===== src/rtl/inst_fetch.sv =====
// Instruction fetch: FSM-driven memory requests into a DEPTH-entry buffer.
// Optional macro FETCH_PERF_CNT_EN adds perf_fetch_cnt/perf_stall_cnt.
module inst_fetch #(
    parameter logic [31:0] RESET_PC = 32'h0040_0000,
    parameter int          DEPTH    = 2
) (
    input  logic        clk,
    input  logic        rst,
    output logic        imem_req,
    output logic [31:0] imem_addr,
    input  logic        imem_ack,
    input  logic [31:0] imem_rdata,
    input  logic        redirect_valid,
    input  logic [31:0] redirect_pc,
    output logic        out_valid,
    input  logic        out_ready,
    output logic [31:0] out_inst,
    output logic [31:0] out_pc
`ifdef FETCH_PERF_CNT_EN
    ,
    output logic [31:0] perf_fetch_cnt,
    output logic [31:0] perf_stall_cnt
`endif
);

    localparam int PW = $clog2(DEPTH);
    localparam int CW = PW + 1;
    localparam logic [CW-1:0] FULL = CW'(DEPTH);

    typedef enum logic [1:0] {
        S_IDLE,
        S_WAIT,
        S_DROP
    } state_t;

    state_t        r_state;
    state_t        w_state_nxt;
    logic [31:0]   r_fetch_pc;
    logic [31:0]   w_fetch_pc_nxt;
    logic [31:0]   r_req_addr;
    logic [31:0]   r_buf_pc   [DEPTH];
    logic [31:0]   r_buf_inst [DEPTH];
    logic [PW-1:0] r_wptr;
    logic [PW-1:0] r_rptr;
    logic [CW-1:0] r_count;
    logic          w_push;
    logic          w_pop;
    logic          w_issue;

    assign imem_req  = (r_state != S_IDLE);
    // Address is frozen at issue so a redirect cannot disturb a live request
    assign imem_addr = imem_req ? r_req_addr : r_fetch_pc;
    assign out_valid = (r_count != '0);
    assign out_inst  = r_buf_inst[r_rptr];
    assign out_pc    = r_buf_pc[r_rptr];
    assign w_pop     = out_valid && out_ready && !redirect_valid;

    // Next-state, next fetch PC and push decision
    always_comb begin
        w_state_nxt    = r_state;
        w_fetch_pc_nxt = r_fetch_pc;
        w_push         = 1'b0;
        w_issue        = 1'b0;
        unique case (r_state)
            S_IDLE: begin
                if (!redirect_valid && (r_count < FULL)) begin
                    w_state_nxt = S_WAIT;
                    w_issue     = 1'b1;
                end
            end
            S_WAIT: begin
                if (redirect_valid) begin
                    w_state_nxt = imem_ack ? S_IDLE : S_DROP;
                end else if (imem_ack) begin
                    w_push         = 1'b1;
                    w_fetch_pc_nxt = r_fetch_pc + 32'd4;
                    w_state_nxt    = S_IDLE;
                end
            end
            S_DROP: begin
                if (imem_ack) begin
                    w_state_nxt = S_IDLE;
                end
            end
            default: w_state_nxt = S_IDLE;
        endcase
        if (redirect_valid) begin
            w_fetch_pc_nxt = {redirect_pc[31:2], 2'b00};
        end
    end

    // FSM state, fetch PC and latched request address
    always_ff @(posedge clk or posedge rst) begin
        if (rst) begin
            r_state    <= S_IDLE;
            r_fetch_pc <= RESET_PC;
            r_req_addr <= RESET_PC;
        end else begin
            r_state    <= w_state_nxt;
            r_fetch_pc <= w_fetch_pc_nxt;
            if (w_issue) begin
                r_req_addr <= r_fetch_pc;
            end
        end
    end

    // Buffer pointers and occupancy; a redirect empties the buffer
    always_ff @(posedge clk or posedge rst) begin
        if (rst) begin
            r_wptr  <= '0;
            r_rptr  <= '0;
            r_count <= '0;
        end else if (redirect_valid) begin
            r_wptr  <= '0;
            r_rptr  <= '0;
            r_count <= '0;
        end else begin
            if (w_push) begin
                r_wptr <= r_wptr + PW'(1);
            end
            if (w_pop) begin
                r_rptr <= r_rptr + PW'(1);
            end
            if (w_push && !w_pop) begin
                r_count <= r_count + CW'(1);
            end else if (!w_push && w_pop) begin
                r_count <= r_count - CW'(1);
            end
        end
    end

    // Buffer storage; contents are qualified by the count
    always_ff @(posedge clk) begin
        if (w_push) begin
            r_buf_pc[r_wptr]   <= r_fetch_pc;
            r_buf_inst[r_wptr] <= imem_rdata;
        end
    end

`ifdef FETCH_PERF_CNT_EN
    logic [31:0] r_perf_fetch;
    logic [31:0] r_perf_stall;

    // Fetched-word and decoder-starved cycle counters
    always_ff @(posedge clk or posedge rst) begin
        if (rst) begin
            r_perf_fetch <= '0;
            r_perf_stall <= '0;
        end else begin
            if (w_push) begin
                r_perf_fetch <= r_perf_fetch + 32'd1;
            end
            if (out_ready && !out_valid) begin
                r_perf_stall <= r_perf_stall + 32'd1;
            end
        end
    end

    assign perf_fetch_cnt = r_perf_fetch;
    assign perf_stall_cnt = r_perf_stall;
`endif

endmodule

===== config.mk =====
export PLATFORM = sky130hd
export DESIGN_NAME = inst_fetch
export DESIGN_NICKNAME = d
export VERILOG_FILES = /design/src/rtl/inst_fetch.sv
export SDC_FILE = /design/constraint.sdc
export NUM_CORES = 1
export LEC_CHECK = 0
export ABC_AREA = 1
export BUFFER_PORTS_ARGS = -buffer_cell sky130_fd_sc_hd__buf_2
export CAP_MARGIN = 40
export CORE_MARGIN = 3
export CORE_UTILIZATION = 30
export DETAILED_ROUTE_END_ITERATION = 7
export SLEW_MARGIN = 20
export SYNTH_ARGS = -nofsm -noshare
export SYNTH_HDL_FRONTEND = slang
export SYNTH_SLANG_ARGS = --single-unit

===== constraint.sdc =====
create_clock -name clk -period 3.7 [get_ports clk]
set_input_delay 0.925 -clock clk [delete_from_list [all_inputs] [get_ports clk]]
set_output_delay 0.925 -clock clk [all_outputs]
set_load 0.05 [all_outputs]

==> impl.org, run 1 <==
** Yosys
- Post-synthesis cell count :: approximately 890
- Seq cells post-synth :: 190
- The cell area that synthesis handed to floorplanning was ~8400 um^2.
- Each instance of the synthesized netlist takes up on average approximately 9.5 um^2.
- Syn. warnings :: 0
- Post-synthesis sequential area ratio :: 0.642
- In this run, distinct cell masters in the synthesized netlist total 35.

** CTS
- No sink is reached through more buffers than the 2 on the longest clock path.
- Clock latency on the worst-skew pair :: between 0.4 and 0.5 ns
- After clock tree synthesis, the clock-pin slew on the worst setup and hold paths is roughly 0.07 ns.
- CTS-repair resized insts :: 0
- The H-tree was split into 4 levels.
- Clock tree synthesis found a total of 190 sinks.
- TritonCTS built the clock tree.
- Hold-fix buffers, CTS :: 0
- The number of clock buffers added by TritonCTS is 17.
- Buffers added to address setup during post-CTS repair amount to 0.
- Root Driver :: clkbuf_16

** Setup path
- CP required :: about 2.8 ns
- The worst setup path is of the flip-flop to output port kind.
- Worst Path Buf+Inv :: 3
- In this run the worst path has a maximum fanout of between 40 and 50.
- The critical path goes through nor2_1, inv_2, buf_12, o21ai_0, buf_2.
- Worst path depth :: 5
- Kind of cell with the highest combined delay on the critical path :: buffers and inverters
- The worst register-to-register path has a depth of 5.
- In this design, the stage delay of the slowest critical-path cell is ~0.44 ns.
- STA classifies the critical path endpoint as an output port.
- WP data arrival :: approximately 2 ns
- STA classifies the critical path startpoint as a flip-flop.
- Critical-path cell with the highest stage delay :: dfrtp_1

** Run status
- Outcome :: completed

** Placed design
- Buffers added on ports :: 160
- Placer's final routability congestion estimate :: 0.815
- Half-perimeter wire length after placement :: between 10000 and 15000 um

** Final layout
- Summing all flip-flop and latch instances after layout gives approximately 5400 um^2.
- Combined area of the multi-input logic cells :: approximately 2700 um^2
- The filler cells instantiated in the layout total 2770.
- For this run, the post-layout net count is between 1000 and 1500.
- Diode insertion count for antenna repair :: 0
- Compared with the post-synthesis result, the final layout area differs by 22.2%.
- At the end of the flow the core is filled with cells to 0.377.
- Proportion of layout cells with a drive suffix above 1 :: 0.218

** Power
- Largest voltage drop on the vdd net :: 384 uV
- Total power density per cell area :: 728 nW/um^2
- Static leakage :: approximately 4.5 nW

** Min path
- The worst hold path passes through 2 cells.
- The tightest min-delay check is of the flip-flop to flip-flop type.

** Timing
- For the final routed database, the setup TNS stands at 0 ns.
- Subtracting the final worst setup slack from the clock period gives 2.96 ns.
- Worst clock skew :: around 0.0077 ns
- For the pin with the worst max-slew slack, the measured transition is around 0.72 ns.
- Worst slew margin relative to its limit :: 0.523
- Number of max-slew violations in the final report :: 0
- Final hold violation count :: 0
- Setup violations remaining at the end of the flow were counted as 0.
- Max Clk Rate :: ~340 MHz
- RSZ-0062 raised after global routing :: false
- Final period utilization :: 0.800

** Global routing
- GRT Residual Overflow :: 0
- Wire length of the first global-routing pass :: 33600 um
- Initial antenna violation count :: 0
- Maximum number of pins on one net before global-route repair :: 64
- Global-route usage over all layers :: 0.144
- Via count of the first global-routing pass :: 5922

** Die
- For this configuration, the core starts out at a cell density of 0.308.
- After floorplanning, the core was divided into 60 placement rows.
- The core region is 27200 um^2.
- Die area :: 30000 um^2
- Ports placed on the boundary :: 167
- The floorplan step set the die width to 173 um.
- In this run the vertical extent of the chip is 173 um.

** Routing
- After detailed routing, the number of remaining DRC violations is 0.
- Detailed-route via count :: between 6000 and 7000
- Using the TritonRoute via totals, the vias-per-cell ratio works out to roughly 4.5.
- Antenna violation net count after detailed routing :: 0
- After the first detailed-routing iteration, the DRC count stood at a little over 400.
- In the final routed layout, each cell accounts on average for roughly 15 um.
- Aggregate routed wire length :: 21400 um
- The first detailed-routing pass took 5 iterations.

** Flow run
- Number of max-capacitance violations reported :: 0
## worst register-to-register path: cells and delay by family, from the launching register on
kind	cells	cell delay [ns]
AND/OR/NAND/NOR	4	0.91
flip-flops	1	0.37
buffers and inverters	1	0.34
## cell usage in the layout (no fill, tap or decap), types with 4 or more instances in the layout
cell | netlist | final
o211ai_1 | 4 | 4
inv_2 | 3 | 4
nor2_2 | 8 | 8
edfxtp_1 | 124 | 124
buf_4 | 6 | 6
a21oi_1 | 6 | 6
buf_12 | 0 | 5
o21ai_1 | 4 | 4
xor2_1 | 9 | 9
o21ai_0 | 67 | 67
dfrtp_1 | 64 | 63
nand4_1 | 6 | 6
nand2_1 | 379 | 379
nand3_1 | 46 | 46
nor3_1 | 7 | 6
inv_1 | 53 | 52
nor2_1 | 44 | 42
buf_2 | 3 | 160
nor2_4 | 5 | 7
conb_1 | 1 | 4
clkbuf_16 | 0 | 17
## layout make-up
type,instances,area share
sequential,190,0.525
inverter,56,0.0205
clock buffer,18,0.0419
timing repair buffer,171,0.0924
tap,372,0.0455
multi-input combinational,605,0.259
clock inverter,13,0.0150
## power by group
part | switching [mW] | leakage, nW | internal (mW)
logic | 2.22 | 2.25 | 0.609
registers | 0.208 | 1.93 | 2.57
clock network | 0.829 | 0.283 | 1.01
## registers in the layout, summed over array words and instances, names as in the netlist
signal,count
r_buf_inst,64
r_buf_pc,60
r_count,2
r_fetch_pc,30
r_req_addr,30
r_rptr,1
r_state,2
r_wptr,1
## metrics by stage
step / hold slack, ns / setup WS (ns) / cells / power [mW] / cell area (um^2)
4_1_cts: 0.492 / 0.540 / 1424 / 7.51 / 10200
3_5_place_dp: 0.474 / 1.01 / 1393 / 5.66 / 9640
3_3_place_gp: 0.467 / 1.02 / 1393 / 5.63 / 9640
2_1_floorplan: 0.453 / 0.244 / 888 / 4.92 / 8390
6_report: 0.487 / 0.741 / 1425 / 7.45 / 10200
5_1_grt: 0.515 / 0.566 / 1425 / 7.86 / 10200
## Yosys cell counts, drive strengths merged
| library cell | count | area share |
|---|---|---|
| nand2 | 382 | 0.17 |
| edfxtp | 124 | 0.44 |
| o21ai | 71 | 0.042 |
| dfrtp | 64 | 0.19 |
| nor2 | 57 | 0.032 |
| inv | 56 | 0.025 |
| nand3 | 47 | 0.029 |
| clkbuf | 27 | 0.012 |
| buf | 10 | 0.0076 |
| xor2 | 9 | 0.0094 |
| nor3 | 8 | 0.0054 |
| a21oi | 6 | 0.0036 |
| nand4 | 6 | 0.0045 |
| o211ai | 4 | 0.0036 |
| o21bai | 3 | 0.0027 |
| dfstp | 2 | 0.0063 |
| a31oi | 1 | 0.00075 |
| and3 | 1 | 0.00075 |
| conb | 1 | 0.00045 |
| ha | 1 | 0.0015 |
| nor3b | 1 | 0.00090 |
| o221ai | 1 | 0.0010 |
| o22ai | 1 | 0.00075 |
| o311ai | 1 | 0.0010 |
| or2 | 1 | 0.00075 |
## kinds of logic (layout without fill, tap and decap cells)
| family | count (synthesis) | after routing | share of synthesized area |
|---|---|---|---|
| other | 1 | 4 | 0.000448 |
| DFF | 190 | 190 | 0.642 |
| buffers and inverters | 93 | 258 | 0.0448 |
| adders and majority gates | 1 | 1 | 0.00149 |
| xor gates and xnor gates | 9 | 9 | 0.00941 |
| AOI/OAI and AO/OA | 88 | 88 | 0.0559 |
| and+or+nand+nor | 503 | 503 | 0.246 |
## worst paths after layout
check	slack, ns	start	endpoint
setup / recovery	0.74	r_state[1]$_DFFE_PP0P_	imem_addr[23]
hold / removal	0.49	r_req_addr[25]$_DFFE_PP0P_	r_req_addr[25]$_DFFE_PP0P_
setup reg to reg	1.70	r_state[0]$_DFFE_PP0P_	r_buf_inst[0][6]$_DFFE_PP_
hold reg to reg	0.49	r_req_addr[25]$_DFFE_PP0P_	r_req_addr[25]$_DFFE_PP0P_
max in group asynchronous	2.66	rst	r_req_addr[22]$_DFFE_PP1P_
min in group asynchronous	0.54	rst	r_req_addr[4]$_DFFE_PP0P_
## per-layer routing
| layer | wire [um] | share of wire | up-vias | GRT usage |
|---|---|---|---|---|
| li1 | - | - | 3203 | - |
| met1 | 10200 | 0.48 | 2971 | 0.200 |
| met2 | 9910 | 0.46 | 170 | 0.227 |
| met3 | 1060 | 0.049 | 16 | 0.0338 |
| met4 | 246 | 0.011 | 0 | 0.0382 |
| met5 | 0 | 0 | - | 0 |
Power figures use the tool's default switching activity.
==> run 2: changes to the inputs <==
Clock period 3.7 ns to 2.7 ns, I/O delays scaled along.
==> impl.org, run 2 (synthesis gave the netlist of run 1 again) <==
** Run status
- Outcome :: completed

** Routing
- DR DRC count :: 0
- Avg WL per Cell :: ~15 um
- Number of DRC violations after detailed-routing iteration 0 :: between 300 and 400
- DR pass1 iterations :: 4
- Detailed-route via count :: about 6400
- After detailed routing, the number of vias per cell comes to 4.50.
- Once detail routing completed, the nets flagged for antenna violations numbered 0.
- For this block, the routed nets add up to about 21000 um of wire.

** Setup path
- Data on the critical path is required at its endpoint by roughly 2.0 ns.
- Among all stages on the critical path, the largest delay is contributed by dfrtp_1.
- Maximum fanout encountered on the critical timing path :: between 40 and 50
- Startpoint types :: flip-flop
- Critical Path End Type :: output port
- Kind of cell with the highest combined delay on the critical path :: buffers and inverters
- The critical path is of the flip-flop to output port type.
- STA puts the critical path data arrival time at 1.90 ns.
- For this run, the slowest stage of the critical path takes 0.44 ns.
- Worst Path Buf+Inv :: 3
- The critical path goes through nor2_2, inv_4, buf_12, o21ai_0, clkbuf_4.

** Final layout
- Most frequent standard cell in the layout excluding fill and tap cells :: nand2_1
- Net count, final :: between 1000 and 1500
- The filler cells instantiated in the layout total 2752.
- Commonest cells after routing, fill and taps aside :: 379 x nand2_1, 153 x buf_2, 124 x edfxtp_1, 63 x dfrtp_1, 58 x o21ai_0
- Synthesis-to-finish area growth :: 23.5%
- Once layout is complete, the utilization of the core stands at 0.381.
- Max FFs per register :: 64
- Diode insertion count for antenna repair :: 0
- In the final layout, flip-flops and latches occupy between 5000 and 6000 um^2.
- Largest registers :: r_buf_inst x64, r_buf_pc x60
- Summing all multi-input logic gate instances after layout gives 2660 um^2.
- Proportion of layout cells with a drive suffix above 1 :: 0.225
- Number of standard cells in the layout, taps in and fillers out :: 1432
- More flip-flops sit in one register than any other, and that register is r_buf_inst.

** Timing
- The worst path in the final design needs a cycle of between 2 and 3 ns, including I/O delays and setup.
- Timing would allow up to just under 400 MHz.
- Setup repair after global routing left no endpoint under its margin.
- The number of hold-slack violations in the final timing report is 0.
- Setup WS post-layout :: 0.125 ns
- Worst clock skew :: about 0.010 ns
- Setup violations remaining at the end of the flow were counted as 0.
- The final-report max-slew violation count came to 0.
- Final period utilization :: 0.954
- Hold timing on the final database bottoms out at a slack of 0.321 ns.

** CTS
- After clock tree synthesis, the clock-pin slew on the worst setup and hold paths is roughly 0.08 ns.
- Clock latency on the worst-skew pair :: between 0.4 and 0.5 ns
- Counting along the longest clock path gives a buffer depth of 2.
- H-tree depth reported by CTS :: 4
- TritonCTS built the clock tree.
- CTS placed an instance of clkbuf_16 at the clock tree root.
- Counting the buffers created by CTS gives 17.
- CTS saw 190 sinks.
- Once the clock tree was built, the setup fixing pass inserted 0 buffers.

** Placed design
- In this run, placement finished with an instance count of 1400.
- Half-perimeter wire length after placement :: around 15000 um
- Buffers added on ports :: between 150 and 200
- Pre-CTS worst setup slack :: ~0.46 ns
- Placer's final routability congestion estimate :: slightly below 0.9

** Global routing
- The first global-routing pass estimated 33600 um of wire.
- Global-route usage over all layers :: 0.143
- Summed over all layers, the global routing overflow is 0.
- Via count of the first global-routing pass :: between 6000 and 7000
- Initial antenna violation count :: 1
- Maximum number of pins on one net before global-route repair :: 67

** Die
- Die outline width :: 173 um
- Starting Density :: 0.308
- Measured along the y axis, the die boundary spans approximately 170 um.
- around 170 I/O pins were placed.
- Core footprint :: around 27000 um^2
- Die area :: approximately 30000 um^2
- Number of rows in the core area :: 60

** Flow run
- The tool flagged a number of max-cap violations equal to 0.

** Power
- Largest voltage drop on the vdd net :: roughly 630 uV
- Final total power :: approximately 10 mW
- Total power density per cell area :: 991 nW/um^2
- Static leakage :: ~4.5 nW

** Min path
- The tightest min-delay check is of the input pin to asynchronous set/reset pin type.
==> run 2: cell types whose count changed in the layout (fill, tap and decap cells not counted), moves of 4 or more <==
cell,change
buf_2,-7
buf_4,+9
clkinv_8,+4
o21ai_0,-9
o21ai_1,+9
==> run 2: final timing paths <==
kind,from,endpoint,slack (ns),cells after the start
max in group asynchronous,rst,r_fetch_pc[22]$_DFFE_PP1P_,2.04,3
setup / recovery,r_state[1]$_DFFE_PP0P_,imem_addr[20],0.13,5
hold reg to reg,r_req_addr[19]$_DFFE_PP0P_,r_req_addr[19]$_DFFE_PP0P_,0.49,2
hold / removal,rst,r_req_addr[9]$_DFFE_PP0P_,0.32,3
min in group clk,imem_rdata[0],r_buf_inst[0][0]$_DFFE_PP_,0.43,1
setup reg to reg,r_state[0]$_DFFE_PP0P_,r_buf_pc[1][31]$_DFFE_PP_,0.85,5
==> run 2: tightest hold or removal path: cells and delay by family <==
kind                   cells  cell delay (ns)
buffers and inverters      3             0.47
==> run 2: stage by stage <==
stage	area (um^2)	setup TNS, ns
after detailed placement	9730	0
after global routing	10300	0
after global placement	9710	0
after CTS	10300	0
final	10300	0
after floorplan	8390	-62.26
==> run 2: cell type report <==
type,instances,share of cell area
Timing Repair Buffer,177,0.0999
Multi-Input combinational cell,605,0.257
Inverter,56,0.0206
Clock buffer,18,0.0415
Clock inverter,14,0.0157
Sequential cell,190,0.520
Tap cell,372,0.0450
==> run 2: power breakdown <==
part / leakage, nW / internal, mW / switching (mW) / total (mW)
Clock: 0.289 / 1.25 / 1.22 / 2.48
Sequential: 1.93 / 3.53 / 0.325 / 3.85
Combinational: 2.29 / 0.898 / 3.02 / 3.92
Total: 4.51 / 5.68 / 4.57 / 10.2
==> run 2: metal layers <==
metal / routed length [um] / GRT usage / up-vias
met1: 9910 / 0.198 / 3000
met2: 9870 / 0.225 / 194
met4: 342 / 0.0375 / 2
li1: - / - / 3228
met3: 1350 / 0.0356 / 21
met5: 13 / 0 / -
==> run 2: repair_timing <==
item / 4_1_cts / 5_1_grt
hold buffers: 0 / 0
gates resized for setup: 0 / 11
endpoints found under the setup margin: 0 / 28
